[config.mk]
export PLATFORM = sky130hd
export DESIGN_NAME = stream_router_fifo_flat
export DESIGN_NICKNAME = d
export VERILOG_FILES = /design/src/rtl/stream_router_fifo_if.sv /design/src/rtl/stream_router_fifo.sv /design/src/flat_wrapper.sv
export SDC_FILE = /design/constraint.sdc
export NUM_CORES = 1
export LEC_CHECK = 0
export BUFFER_PORTS_ARGS = -buffer_cell sky130_fd_sc_hd__buf_2
export CAP_MARGIN = 20
export CELL_PAD_IN_SITES_DETAIL_PLACEMENT = 1
export CELL_PAD_IN_SITES_GLOBAL_PLACEMENT = 1
export CORE_MARGIN = 2
export CORE_UTILIZATION = 47
export CTS_CLUSTER_SIZE = 24
export DETAILED_ROUTE_END_ITERATION = 6
export PLACE_DENSITY_LB_ADDON = 0.1
export SLEW_MARGIN = 20
export SYNTH_ARGS = -nofsm -noshare
export SYNTH_HDL_FRONTEND = slang
export SYNTH_SLANG_ARGS = --single-unit
[constraint.sdc]
create_clock -name clk -period 2.3 [get_ports clk]
set_input_delay 0.46 -clock clk [delete_from_list [all_inputs] [get_ports clk]]
set_output_delay 0.46 -clock clk [all_outputs]
set_load 0.05 [all_outputs]
[src/rtl/stream_router_fifo_if.sv]
// stream_router_fifo_if: producer-side input stream plus per-channel output streams
interface stream_router_fifo_if #(
  parameter int DATA_WIDTH = 32,
  parameter int NUM_OUT = 4,
  parameter int ADDR_W = NUM_OUT > 1 ? $clog2(NUM_OUT) : 1
);
  logic [DATA_WIDTH-1:0] din;
  logic din_valid;
  logic din_ready;
  logic [ADDR_W-1:0] addr;
  logic bcast;
  logic [NUM_OUT*DATA_WIDTH-1:0] dout;
  logic [NUM_OUT-1:0] dout_valid;
  logic [NUM_OUT-1:0] dout_ready;
  modport slave (input din, din_valid, addr, bcast, dout_ready, output din_ready, dout, dout_valid);
  modport master (output din, din_valid, addr, bcast, dout_ready, input din_ready, dout, dout_valid);
endinterface

[src/rtl/stream_router_fifo.sv]
// stream_router_fifo: routes a valid/ready stream into per-channel FIFOs, with broadcast and out-of-range drop counting
module stream_router_fifo #(
  parameter int DATA_WIDTH = 32,
  parameter int NUM_OUT = 4,
  parameter int DEPTH = 4
) (
  input  logic clk,
  input  logic reset,
  stream_router_fifo_if.slave io,
  output logic [15:0] drop_count
);
  localparam int ADDR_W = NUM_OUT > 1 ? $clog2(NUM_OUT) : 1;
  localparam int PW = $clog2(DEPTH);
  logic [NUM_OUT-1:0] sel, full, empty, push, pop;
  logic accept;
  // an address matching no channel selects nothing, so it is always ready and gets dropped
  assign io.din_ready = io.bcast ? ~|full : ~|(sel & full);
  assign accept = io.din_valid & io.din_ready;
  assign push = {NUM_OUT{accept}} & (io.bcast ? {NUM_OUT{1'b1}} : sel);
  assign pop = io.dout_ready & ~empty;
  assign io.dout_valid = ~empty;
  for (genvar i = 0; i < NUM_OUT; i++) begin : g_ch
    logic [DATA_WIDTH-1:0] mem [DEPTH];
    logic [PW-1:0] wp, rp;
    logic [PW:0] cnt;
    assign sel[i] = io.addr == ADDR_W'(i);
    assign full[i] = cnt == (PW+1)'(DEPTH);
    assign empty[i] = cnt == '0;
    assign io.dout[i*DATA_WIDTH +: DATA_WIDTH] = empty[i] ? '0 : mem[rp];
    always_ff @(posedge clk)
      if (push[i]) mem[wp] <= io.din;
    always_ff @(posedge clk or posedge reset) begin
      if (reset) begin
        wp <= '0;
        rp <= '0;
        cnt <= '0;
      end else begin
        if (push[i]) wp <= wp + 1'b1;
        if (pop[i]) rp <= rp + 1'b1;
        cnt <= cnt + (PW+1)'(push[i]) - (PW+1)'(pop[i]);
      end
    end
  end
  always_ff @(posedge clk or posedge reset)
    if (reset) drop_count <= '0;
    else if (accept && !io.bcast && !(|sel) && drop_count != 16'hFFFF) drop_count <= drop_count + 16'd1;
endmodule

[src/flat_wrapper.sv]
// flat-port wrapper written by rule: the top's interface ports become plain ports
module stream_router_fifo_flat 
#(
  parameter int DATA_WIDTH = 32,
  parameter int NUM_OUT = 4,
  parameter int DEPTH = 4
)
  (clk, reset, drop_count, io_din, io_din_valid, io_addr, io_bcast, io_dout_ready, io_din_ready, io_dout, io_dout_valid);
  stream_router_fifo_if #(.DATA_WIDTH(DATA_WIDTH), .NUM_OUT(NUM_OUT)) io_i ();
  input  logic clk;
  input  logic reset;
  output logic [15:0] drop_count;
  input wire logic [$bits(io_i.din)-1:0] io_din;
  input wire logic [$bits(io_i.din_valid)-1:0] io_din_valid;
  input wire logic [$bits(io_i.addr)-1:0] io_addr;
  input wire logic [$bits(io_i.bcast)-1:0] io_bcast;
  input wire logic [$bits(io_i.dout_ready)-1:0] io_dout_ready;
  output wire logic [$bits(io_i.din_ready)-1:0] io_din_ready;
  output wire logic [$bits(io_i.dout)-1:0] io_dout;
  output wire logic [$bits(io_i.dout_valid)-1:0] io_dout_valid;
  assign io_i.din = io_din;
  assign io_i.din_valid = io_din_valid;
  assign io_i.addr = io_addr;
  assign io_i.bcast = io_bcast;
  assign io_i.dout_ready = io_dout_ready;
  assign io_din_ready = io_i.din_ready;
  assign io_dout = io_i.dout;
  assign io_dout_valid = io_i.dout_valid;
  stream_router_fifo #(.DATA_WIDTH(DATA_WIDTH), .NUM_OUT(NUM_OUT), .DEPTH(DEPTH)) u_core (.clk(clk), .reset(reset), .io(io_i), .drop_count(drop_count));
endmodule
==> results.sh <==
export IMPL_drc_errors=0
export IMPL_r2r_start="u_core.g_ch[3].cnt[0]$_DFF_PP0_"
export IMPL_slew_violations=0
export IMPL_start_util_pct=47.5
export IMPL_netlist_area_sq_um=21500
export IMPL_whs_ns=0.00400
export IMPL_critical_path_cell_chain="buf_6 -> buf_12 -> buf_16 -> mux4_2 -> and2_4 -> buf_6"
export IMPL_drv_cap=0
export IMPL_ys_ff_latch=556
export IMPL_r2r_cells=12
export IMPL_slew_limit_headroom_pct=59.2
export IMPL_cp_startpoint="u_core.g_ch[3].rp[0]$_DFFE_PP0P_"
export IMPL_path_depth=6
export IMPL_crit_arrival_ns=2.22
export IMPL_r2r_slack_ns=-0.20
export IMPL_numCtsBuffers=56
export IMPL_grt_pass1_wl_um=78200
export IMPL_finalHoldViolations=0
export IMPL_timing_final_crit_share_pct=116
export IMPL_cp_max_fo=5
export IMPL_crit_type="register to output port"
export IMPL_hold_buffers=0
export IMPL_dieArea_sq_um=47500
export IMPL_syn_to_final_growth_pct=29.1
export IMPL_synth_area_per_cell_sq_um=21.5
export IMPL_hold_class="primary input to async pin"
export IMPL_grtUsageTotal_pct=23.2
export IMPL_post_drt_wl_per_cell_um=27.7
export IMPL_fin_crit_ns=2.68
export IMPL_endpoint_kind="output port"
export IMPL_dpl_hpwl_um=30200
export IMPL_place_worst_setup_slack_ns=-0.112
export IMPL_drt_iter0_markers=790
export IMPL_io_pins=191
export IMPL_numClockSinks=556
export IMPL_port_buffers=190
export IMPL_placed_cells=1798
export IMPL_grt_pass1_vias=11500
export IMPL_cts_root_buf="clkbuf_16"
export IMPL_ys_seq_area_share_pct=76.6
export IMPL_ant_nets=0
export IMPL_crit_path_end="io_dout[124]"
export IMPL_coreArea_sq_um=45300
export IMPL_synth_distinct_cells=27
export IMPL_first_pass_iters=5
export IMPL_grt_max_degree=45
export IMPL_final_nets=1379
export IMPL_rsz0062_at_grt="true"
export IMPL_status="finished with violations"
export IMPL_fmax_mhz=373
export IMPL_critPathMaxStageDelay_ns=0.49
export IMPL_cts_htree_levels=2
export IMPL_grt_ovfl_total=0
export IMPL_vdd_drop_max_mv=1.32
export IMPL_syn_nets=1071
export IMPL_start_kind="register"
export IMPL_fp_dieW_um=218
export IMPL_cts_tree="yes"
export IMPL_clkTransAtPathRegs_ns=0.06
export IMPL_finalWorstSetupSlack_ns=-0.379
export IMPL_instances_no_fill=1949
export IMPL_drive_above_1_share_pct=50.9
export IMPL_cts_path_max_buffers=3
export IMPL_fin_area_sq_um=27800
export IMPL_placed_area_sq_um=23900
export IMPL_r2r_end="u_core.g_ch[2].cnt[2]$_DFF_PP0_"
export IMPL_clock_skew_ns=0.0137
export IMPL_worstMarginPinSlew_ns=0.613
export IMPL_insertion_delay_ns=0.60
export IMPL_vias=10900
export IMPL_cp_top_family="buffers and inverters"
export IMPL_gp_congestion=0.707
export IMPL_die_y_um=218
export IMPL_setup_viol=136
export IMPL_cpMaxStageDelayCell="mux4_2"
export IMPL_post_drt_via_cell_ratio=5.57
export IMPL_antenna_found_initial=0
export IMPL_crit_top_cell="buf_6"
export IMPL_drt_total_wl_um=54000
export IMPL_yosysWarnings=0
export IMPL_critPathRequiredTime_ns=1.84
export IMPL_antenna_diode_count=0
export IMPL_total_power_mw=44.7
export IMPL_power_density_nw_per_um2=1610
export IMPL_crit_buf_inv=4
export IMPL_failed_checks="negative setup slack"
export IMPL_p_leak_nw=9.98
export IMPL_rows=78
export IMPL_synthCells=1001
==> layout make-up <==
type / count / area, sq um
sequential: 556 / 16500
timing repair buffer: 310 / 3680
fill: 3765 / 17500
multi-input combinational: 359 / 5060
clock inverter: 25 / 209
inverter: 26 / 97.6
tap: 600 / 751
clock buffer: 73 / 1480
==> worst reg2reg max path: stages (launching register included) <==
cell and delay, ns:
dfrtp_1 0.40, or3b_4 0.41, buf_4 0.16, nand4_1 0.18, a21oi_4 0.08, inv_1 0.08
ha_1 0.23, inv_1 0.06, ha_1 0.14, inv_1 0.05, fa_2 0.35, xnor2_2 0.15
xnor2_1 0.12
==> worst min-delay path by stage <==
stage                                         to  slack (ns)
2_1_floorplan    u_core.g_ch[0].cnt[2]$_DFF_PP0_        0.45
5_1_grt         u_core.drop_count[8]$_DFFE_PP0P_        0.06
3_5_place_dp   u_core.drop_count[10]$_DFFE_PP0P_        0.36
3_3_place_gp   u_core.drop_count[12]$_DFFE_PP0P_        0.36
4_1_cts         u_core.drop_count[8]$_DFFE_PP0P_       0.004
6_report        u_core.drop_count[8]$_DFFE_PP0P_       0.004
==> metrics by stage <==
step | util (%) | setup TNS (ns)
global route | 61.3 | -47.91
floorplan | - | 0
detailed placement | 52.8 | -0.391
finish | 61.3 | -39.04
global placement | 52.8 | -0.217
CTS | 60.4 | -43.77
==> cells in the final DEF (no fill, tap or decap), types with 12 or more instances in the layout <==
cell type / count
and2_2: 16
and2_4: 123
buf_12: 50
buf_2: 64
buf_4: 53
buf_6: 94
buf_8: 35
clkbuf_1: 16
clkbuf_16: 59
clkinv_2: 12
dfrtp_1: 36
edfxtp_1: 512
ha_1: 20
inv_1: 23
mux4_2: 129
xnor2_1: 12
==> routing by layer <==
metal | vias up | GRT usage (%) | wire (um)
met1 | 5907 | 33.7 | 23600
li1 | 4560 | - | -
met5 | - | 0 | 0
met2 | 319 | 36.5 | 26700
met3 | 64 | 4.23 | 2790
met4 | 0 | 6.10 | 934
==> state kept, by name, summed over array words and instances, names as in the netlist <==
signal,count
u_core.g_ch.mem,512
u_core.drop_count,16
u_core.g_ch.cnt,12
u_core.g_ch.rp,8
u_core.g_ch.wp,8
==> logic make-up after synthesis <==
| logic type | count (synthesis) | synth area share [%] |
|---|---|---|
| flops | 556 | 76.6 |
| mux | 133 | 13.7 |
| simple gates | 173 | 5.05 |
| buf+inv | 86 | 1.79 |
| compound gates | 5 | 0.215 |
| xor+xnor | 20 | 0.815 |
| fa+ha+maj | 28 | 1.77 |
==> synthesized netlist by cell type <==
cell type	n	area, sq um
xor2_1	6	52.6
nor3b_1	1	7.51
a21oi_2	2	17.5
or3_1	3	18.8
nor2_1	1	3.75
clkbuf_1	34	128
nand4_1	4	25.0
buf_4	12	90.1
fa_1	4	80.1
ha_1	24	300
nand2_1	6	22.5
or3b_4	2	22.5
mux4_2	129	2910
a21boi_2	2	22.5
buf_2	13	65.1
mux2_1	4	45.0
clkbuf_2	1	5.00
o22ai_1	1	6.26
edfxtp_1	512	15400
nand3b_1	2	15.0
inv_1	26	97.6
nand3_1	1	5.00
and2_1	149	932
or3b_1	3	26.3
xnor2_1	14	123
dfrtp_1	44	1100
or3_2	1	7.51
==> repair_timing <==
| action | CTS | global route |
|---|---|---|
| buffers inserted | 32 | 9 |
| pin swaps | 19 | 59 |
| setup endpoints to repair | 136 | 138 |
| gates cloned | 14 | 3 |
| gates resized for setup | 377 | 109 |
==> where the power goes <==
group,switching [mW],leakage (nW),internal (mW)
combinational,12.6,3.97,10.5
clock,3.69,0.828,4.83
sequential,0.515,5.18,12.5
Note: power is estimated with default switching activity, not from simulation.
